$ cat config.mk
export PLATFORM = sky130hd
export DESIGN_NAME = sfp_norm
export DESIGN_NICKNAME = d
export VERILOG_FILES = /design/src/rtl/sfp_norm_pkg.sv /design/src/rtl/sfp_div_unit.sv /design/src/rtl/sfp_norm.sv
export SDC_FILE = /design/constraint.sdc
export NUM_CORES = 1
export LEC_CHECK = 0
export CORE_ASPECT_RATIO = 0.8
export CORE_MARGIN = 2
export CORE_UTILIZATION = 42
export DETAILED_ROUTE_END_ITERATION = 16
export PLACE_DENSITY = 0.64
export SLEW_MARGIN = 20
export SYNTH_ARGS = -nofsm -noshare
export SYNTH_HDL_FRONTEND = slang
export SYNTH_SLANG_ARGS = --single-unit
$ cat constraint.sdc
create_clock -name clk -period 55 [get_ports clk]
set_input_delay 11 -clock clk [delete_from_list [all_inputs] [get_ports clk]]
set_output_delay 11 -clock clk [all_outputs]
set_load 0.02 [all_outputs]
$ cat src/rtl/sfp_norm_pkg.sv
// sfp_pkg: FSM state type and width helpers shared by the sfp_norm psum normaliser.
package sfp_pkg;
  typedef enum logic [1:0] {IDLE, ACC, DIV, DONE} state_t;
  function automatic int sum_bw(input int col, input int bw_psum);
    return bw_psum + $clog2(col);
  endfunction
  // (sum >> shift) + 1 never exceeds 2^(SUM_BW-shift), so one bit above the shifted sum suffices
  function automatic int div_bw(input int col, input int bw_psum, input int shift);
    return (shift >= sum_bw(col, bw_psum)) ? 1 : sum_bw(col, bw_psum) - shift + 1;
  endfunction
endpackage

$ cat src/rtl/sfp_div_unit.sv
// sfp_div_unit: magnitude, divide and optional sign restore for one psum element.
// Define SFP_NORM_SIGNED_EN to give each quotient the sign of its input element.
module sfp_div_unit #(
  parameter int BW_PSUM = 20,
  parameter int DIV_BW = 17
) (
  input  logic [BW_PSUM-1:0] elem_i,
  input  logic [DIV_BW-1:0]  divisor_i,
  output logic [BW_PSUM-1:0] abs_o,
  output logic [BW_PSUM-1:0] quot_o
);
  localparam int W = BW_PSUM > DIV_BW ? BW_PSUM : DIV_BW;
  logic [W-1:0] q_w;
  logic [BW_PSUM-1:0] q;
  // unsigned magnitude: the most negative value maps to 2^(BW_PSUM-1)
  assign abs_o = elem_i[BW_PSUM-1] ? -elem_i : elem_i;
  assign q_w = W'(abs_o) / W'(divisor_i);
  assign q = q_w[BW_PSUM-1:0];
`ifdef SFP_NORM_SIGNED_EN
  assign quot_o = elem_i[BW_PSUM-1] ? -q : q;
`else
  assign quot_o = q;
`endif
endmodule

$ cat src/rtl/sfp_norm.sv
// sfp_norm: L1-normalises a COL-element psum vector, one element per cycle for sum then divide.
// Define SFP_NORM_SIGNED_EN to keep input signs on the output elements.
module sfp_norm import sfp_pkg::*; #(
  parameter int COL = 8,
  parameter int BW_PSUM = 20,
  parameter int SUM_SHIFT = 7,
  localparam int SUM_BW = sum_bw(COL, BW_PSUM)
) (
  input  logic                   clk,
  input  logic                   reset,
  input  logic                   in_valid,
  output logic                   in_ready,
  input  logic [COL*BW_PSUM-1:0] in_data,
  output logic                   out_valid,
  input  logic                   out_ready,
  output logic [COL*BW_PSUM-1:0] out_data,
  output logic [SUM_BW-1:0]      out_sum
);
  localparam int DIV_BW = div_bw(COL, BW_PSUM, SUM_SHIFT);
  localparam int CW = COL > 1 ? $clog2(COL) : 1;
  state_t state_q, state_d;
  logic [CW-1:0] cnt_q, cnt_d;
  logic [COL*BW_PSUM-1:0] vec_q, vec_d, res_q, res_d;
  logic [SUM_BW-1:0] sum_q, sum_d;
  logic [BW_PSUM-1:0] elem, abs_v, quot;
  logic [DIV_BW-1:0] divisor;
  logic last;
  assign in_ready = state_q == IDLE;
  assign out_valid = state_q == DONE;
  assign out_data = res_q;
  assign out_sum = sum_q;
  assign last = cnt_q == CW'(COL - 1);
  assign elem = vec_q[int'(cnt_q)*BW_PSUM +: BW_PSUM];
  assign divisor = DIV_BW'(sum_q >> SUM_SHIFT) + DIV_BW'(1);
  sfp_div_unit #(.BW_PSUM(BW_PSUM), .DIV_BW(DIV_BW)) u_div (
    .elem_i(elem),
    .divisor_i(divisor),
    .abs_o(abs_v),
    .quot_o(quot)
  );
  always_comb begin
    state_d = state_q;
    cnt_d = cnt_q;
    vec_d = vec_q;
    res_d = res_q;
    sum_d = sum_q;
    case (state_q)
      IDLE: if (in_valid) begin
        state_d = ACC;
        vec_d = in_data;
        sum_d = '0;
        cnt_d = '0;
      end
      ACC: begin
        sum_d = sum_q + SUM_BW'(abs_v);
        cnt_d = last ? '0 : cnt_q + CW'(1);
        state_d = last ? DIV : ACC;
      end
      DIV: begin
        res_d[int'(cnt_q)*BW_PSUM +: BW_PSUM] = quot;
        cnt_d = last ? '0 : cnt_q + CW'(1);
        state_d = last ? DONE : DIV;
      end
      DONE: state_d = out_ready ? IDLE : DONE;
      default: state_d = IDLE;
    endcase
  end
  always_ff @(posedge clk or negedge reset)
    if (!reset) begin
      state_q <= IDLE;
      cnt_q <= '0;
      vec_q <= '0;
      res_q <= '0;
      sum_q <= '0;
    end else begin
      state_q <= state_d;
      cnt_q <= cnt_d;
      vec_q <= vec_d;
      res_q <= res_d;
      sum_q <= sum_d;
    end
endmodule
Word-level counts from Yosys, hierarchy flattened
Cells that the tools add are included.
{"block": "totals", "reg_bits": 348, "inputBits": 164, "wordCells": 39}
{"block": "op_classes", "add_sub_neg": 5, "mul": 1, "div": 1, "n_eq_ne": 5, "shift": 3, "mux": 12, "reduce_logical": 7}
{"cell": "$bwmux W160", "count": 1}
{"cell": "$shift A20 B33 Y160 const A", "count": 1}
{"cell": "$shiftx A160 B32 Y20", "count": 1}
{"cell": "$shiftx A20 B33 Y160", "count": 1}
{"cell": "$pmux W23 S2", "count": 1}
{"cell": "$neg A8 Y33", "count": 1}
{"cell": "$add A23 B20 Y23", "count": 1}
{"cell": "$mux W23", "count": 1}
{"cell": "$div A20 B17 Y20", "count": 1}
{"cell": "$mux W20", "count": 1}
{"cell": "$neg A20 Y20", "count": 1}
{"cell": "$add A16 B1 Y17 const B", "count": 1}
{"cell": "$pmux W2 S4", "count": 1}
{"cell": "$mul A3 B3 Y6 const B", "count": 1}
{"cell": "$mux W2", "count": 3}
{"cell": "$mux W3", "count": 2}
{"cell": "$pmux W3 S2", "count": 1}
{"cell": "$reduce_and A2 Y1", "count": 3}
{"cell": "$eq A2 B2 Y1 const B", "count": 2}
{"cell": "$reduce_bool A2 Y1", "count": 2}
{"cell": "$add A3 B1 Y3 const B", "count": 1}
{"cell": "$eq A3 B3 Y1 const B", "count": 1}
{"cell": "$eq A2 B1 Y1 const B", "count": 1}
{"cell": "$logic_not A2 Y1", "count": 1}
{"cell": "other kinds (3)", "count": 3}

Logic depth before layout (Yosys ltp)
{"block": "logic_depth", "word_depth": 7, "mapped_depth": 216, "depth_no_buf": 193}

By module
A second synthesis with hierarchy kept.
{"block": "hier_totals", "hier_cells": 3185, "area_unflattened_um2": 29117.9}
{"module": "sfp_norm", "instances": 1, "cells_each": 1571, "area_per_inst_um2": 17628.2}
{"module": "sfp_div_unit", "instances": 1, "cells_each": 1614, "area_per_inst_um2": 11489.8}

Least setup slack after synthesis
No wires, ideal clock.
{"block": "synth_timing", "path_kind": "reg-to-reg", "startpoint": "register sum_q[7], in the netlist out_sum[7]", "endpoint": "register res_q[16], in the netlist out_data[16]", "setup_time_ps": 126, "arrival_time_ps": 42304, "required_time_ps": 54874, "setup_slack_ps": 12570, "path_stages_with_launch": 199, "path_buffers": 28, "period_less_slack_ps": 42430, "path_cell_list": "dfrtp_1 > ha_1 > and3_1 > buf_2 > xnor2_1 > nand2_1 > nor3_1 > a31oi_1 > a31o_2 > inv_1 > ha_1 > o21a_1 > o21ai_0 > nor2_1 > o21ai_0 > ha_1 > a21oi_1 > nand2_1 > (+163 left out) > nor2_1 > o2111ai_2 > buf_2 > mux2_2 > ha_1 > a21o_1 > a2111oi_0 > o21ai_0 > o2111ai_1 > nand2_1 > nand3_1 > nand2_1 > or3_1 > a211oi_2 > nor2_1 > a221o_1 > buf_6 > a221o_1"}
{"block": "synth_between", "elab_chain_cells": 4}
{"element": "start, declared", "line": "sfp_norm.sv:24", "source": "logic [SUM_BW-1:0] sum_q, sum_d;"}
{"element": "start signal, assigned", "line": "sfp_norm.sv:80", "source": "sum_q <= sum_d;"}
{"element": "$add A16 B1 Y17", "line": "sfp_norm.sv:34", "source": "assign divisor = DIV_BW'(sum_q >> SUM_SHIFT) + DIV_BW'(1);"}
{"element": "$div A20 B17 Y20", "line": "sfp_div_unit.sv:17", "source": "assign q_w = W'(abs_o) / W'(divisor_i);"}
{"element": "$shiftx A20 B33 Y160", "line": "sfp_norm.sv:60", "source": "res_d[int'(cnt_q)*BW_PSUM +: BW_PSUM] = quot;"}
{"element": "$bwmux W160", "line": "sfp_norm.sv:60"}
{"element": "end signal, assigned", "line": "sfp_norm.sv:79", "source": "res_q <= res_d;"}
{"element": "end, declared", "line": "sfp_norm.sv:23", "source": "logic [COL*BW_PSUM-1:0] vec_q, vec_d, res_q, res_d;"}
No other way between the ends.
A chain may end at the register's enable or synchronous reset.

Final worst setup path
{"block": "layout_timing", "startpoint": "register cnt_q[0]", "endpoint": "register res_q[80], in the netlist out_data[80]"}
{"block": "layout_between", "elab_chain_cells": 7}
{"element": "start, declared", "line": "sfp_norm.sv:22", "source": "logic [CW-1:0] cnt_q, cnt_d;"}
{"element": "start signal, assigned", "line": "sfp_norm.sv:77", "source": "cnt_q <= cnt_d;"}
{"element": "$mul A3 B3 Y6 *", "line": "sfp_norm.sv:33, sfp_norm.sv:60"}
{"element": "$shiftx A160 B32 Y20", "line": "sfp_norm.sv:33", "source": "assign elem = vec_q[int'(cnt_q)*BW_PSUM +: BW_PSUM];"}
{"element": "$neg A20 Y20", "line": "sfp_div_unit.sv:16", "source": "assign abs_o = elem_i[BW_PSUM-1] ? -elem_i : elem_i;"}
{"element": "$mux W20", "line": "sfp_div_unit.sv:16"}
{"element": "$div A20 B17 Y20", "line": "sfp_div_unit.sv:17"}
{"element": "$shiftx A20 B33 Y160", "line": "sfp_norm.sv:60"}
{"element": "$bwmux W160 *", "line": "sfp_norm.sv:60"}
Every way passes the cells marked *; elsewhere a longest branch is shown, timed or not.

==> qor.yml <==
io-pin-count: 349
max_cap_viol_count: 0
synth_largest_area_cell: "dfrtp_1"
synth_warnings: 0
initial_core_util_pct: 42.7
max_freq_mhz: 20.1
ys_seq_elements: 348
yosysTopAreaCellShare_pct: 30.2
tightest_slew_ns: 1.09
postLayoutCellArea_mm2: 0.0346
most-common-layout-cells: "clkdlybuf4s50_1, dfrtp_1, nand2_1"
async_flop_share_pct: 100
clkTransAtPathRegs_ns: 0.06
root_buffer: "clkbuf_16"
cp_data_arrival_time_ns: 50.31
antenna_found_initial: 4
fp.dieW_um: 297
cp_slowest_stage_delay_ns: 0.92
endpoint_kind: "flip-flop"
skew_ns: 0.0319
syn-instance-count: 3191
drt_wl_total_um: 101000
netlist_area_mm2: 0.0289
grt_pass1_wl_um: 153000
hold_buffers: 0
clockBufferDepth: 3
setup-violations-final: 0
rows: 85
drive_gt1_share_pct: 13.8
synthFlopType: "dfrtp_1"
synthTopCellsByArea: "dfrtp_1, ha_1, mux2_2"
min-delay-start: "out_data[70]"
cts_buffers: 40
reg2reg_to: "out_data[80]"
die_height_um: 238
rsz0062_at_grt: "false"
cts_sinks: 348
fp.dieArea_mm2: 0.0708
coreArea_mm2: 0.0676
worstHoldEndpoint: "out_data[70]"
criticalPathCategory: "reg -> reg"
grt_pass1_vias: 25275
dp_hpwl_um: 78300
yosysUniqueCellTypes: 105
synth_nets: 3595
holdCritPathClass: "reg -> reg"
r2r_slack_ns: 5.14
io_buffers: 348
routed_via_density: 5.98
crit_required_ns: 55.45
cts_setup_buffers: 0
cts_tree: "yes"
final_hold_viol_count: 0
drt-initial-drc-count: 2677
dr.pass1.iters: 6
clk_latency_ns: 0.59
grt_max_degree: 100
wl_per_cell_um: 22.7
status: "complete, no violations"
gr-total-overflow: 0
slew_viol_final: 0
r2r_cells: 186
slowest_stage: "o311ai_0"
place_area_mm2: 0.0333
layout_commonest_cell: "clkdlybuf4s50_1"
tns_ns: 0
syn_avg_cell_area_um2: 9.04
vias: 26496
path_max_fanout: 40
nets: 3900
finalCriticalPeriod_ns: 49.86
min_period_over_period_pct: 90.7
area_delta_synth_final_pct: 19.9
ys_seq_area_share_pct: 30.2
grt_usage_pct: 27.7
rr_startpoint: "cnt_q[0]"
gp_congestion: 1.00
max_slew_margin_pct: 26.7
crit_top_cell: "ha_1"
htree_levels: 2
worst_setup_path_start_kind: "flip-flop"
ant_nets: 0
cts_resized: 0
min_path_cells: 2
synth_edf_count: 0
drcViolationCount: 0
cells in the mapped netlist (25+ instances only):
library cell	n
mux2i_1	65
xnor2_1	88
xor2_1	68
a21o_1	45
or3_1	41
dfrtp_1	348
nand2_1	330
o22ai_1	26
o21a_1	80
mux2_2	262
ha_1	239
nand3_1	80
nor2_1	280
nor3_1	99
a21oi_1	171
and3_1	32
and2_1	35
or2_2	27
a31oi_1	46
o21ai_0	192
mux4_2	25
inv_1	64
clkbuf_1	91
flip-flops by register name, indices dropped and copies added (netlist names):
signal    flops
cnt_q         3
vec_q       160
state_q       2
out_sum      23
out_data    160
worst max-delay path by stage:
stage / slack (ns) / from / endpoint
2_1_floorplan: 12.57 / out_sum[7] / out_data[16]
3_3_place_gp: 7.59 / cnt_q[1] / out_data[16]
3_5_place_dp: 6.33 / cnt_q[0] / out_data[80]
4_1_cts: 6.19 / cnt_q[1] / out_data[80]
5_1_grt: 1.12 / cnt_q[0] / out_data[16]
6_report: 5.14 / cnt_q[0] / out_data[80]
worst max-delay path, delay by kind of cell (launching register included):
family / cells / cell delay, ns
compound gates: 99 / 26.95
fa+ha+maj: 20 / 5.88
buf+inv: 11 / 2.54
flops: 1 / 0.66
mux: 5 / 1.76
simple gates: 51 / 11.82
final cells by class:
class	instances	area [µm²]
diodes	1	2.50
clock buffers	52	1090
clock inverters	12	170
fillers	6357	33000
inverters	68	260
multi-input cells	2646	19400
flip-flops and latches	348	8720
well taps	913	1140
repair buffers	392	3820
metrics by stage:
| stage | instances | util [%] | hold WS, ns | setup slack [ns] |
|---|---|---|---|---|
| 4_1_cts | 4431 | 51.1 | 0.484 | 6.19 |
| 5_1_grt | 4431 | 51.1 | 0.500 | 1.12 |
| 3_5_place_dp | 4367 | 49.3 | 0.469 | 6.33 |
| 6_report | 4432 | 51.1 | 0.478 | 5.14 |
| 3_3_place_gp | 4367 | 49.3 | 0.462 | 7.59 |
| 2_1_floorplan | 3191 | - | 0.474 | 12.57 |
layer usage:
layer | GRT usage [%] | part of all wire (%)
met3 | 6.20 | 8.9
met1 | 38.5 | 44
met2 | 43.2 | 44
met5 | 0 | 0.027
met4 | 7.71 | 2.6
cells by family after synthesis:
| kind of cell | share of synthesized area (%) |
|---|---|
| xor+xnor | 4.74 |
| buf+inv | 2.96 |
| compound gates | 19.9 |
| fa+ha+maj | 10.4 |
| mux | 14.7 |
| simple gates | 17.1 |
| flops | 30.2 |
Power is left out: the tool's default activity adds up to more than one toggle a clock period on the data nets, which glitch-free logic cannot reach.
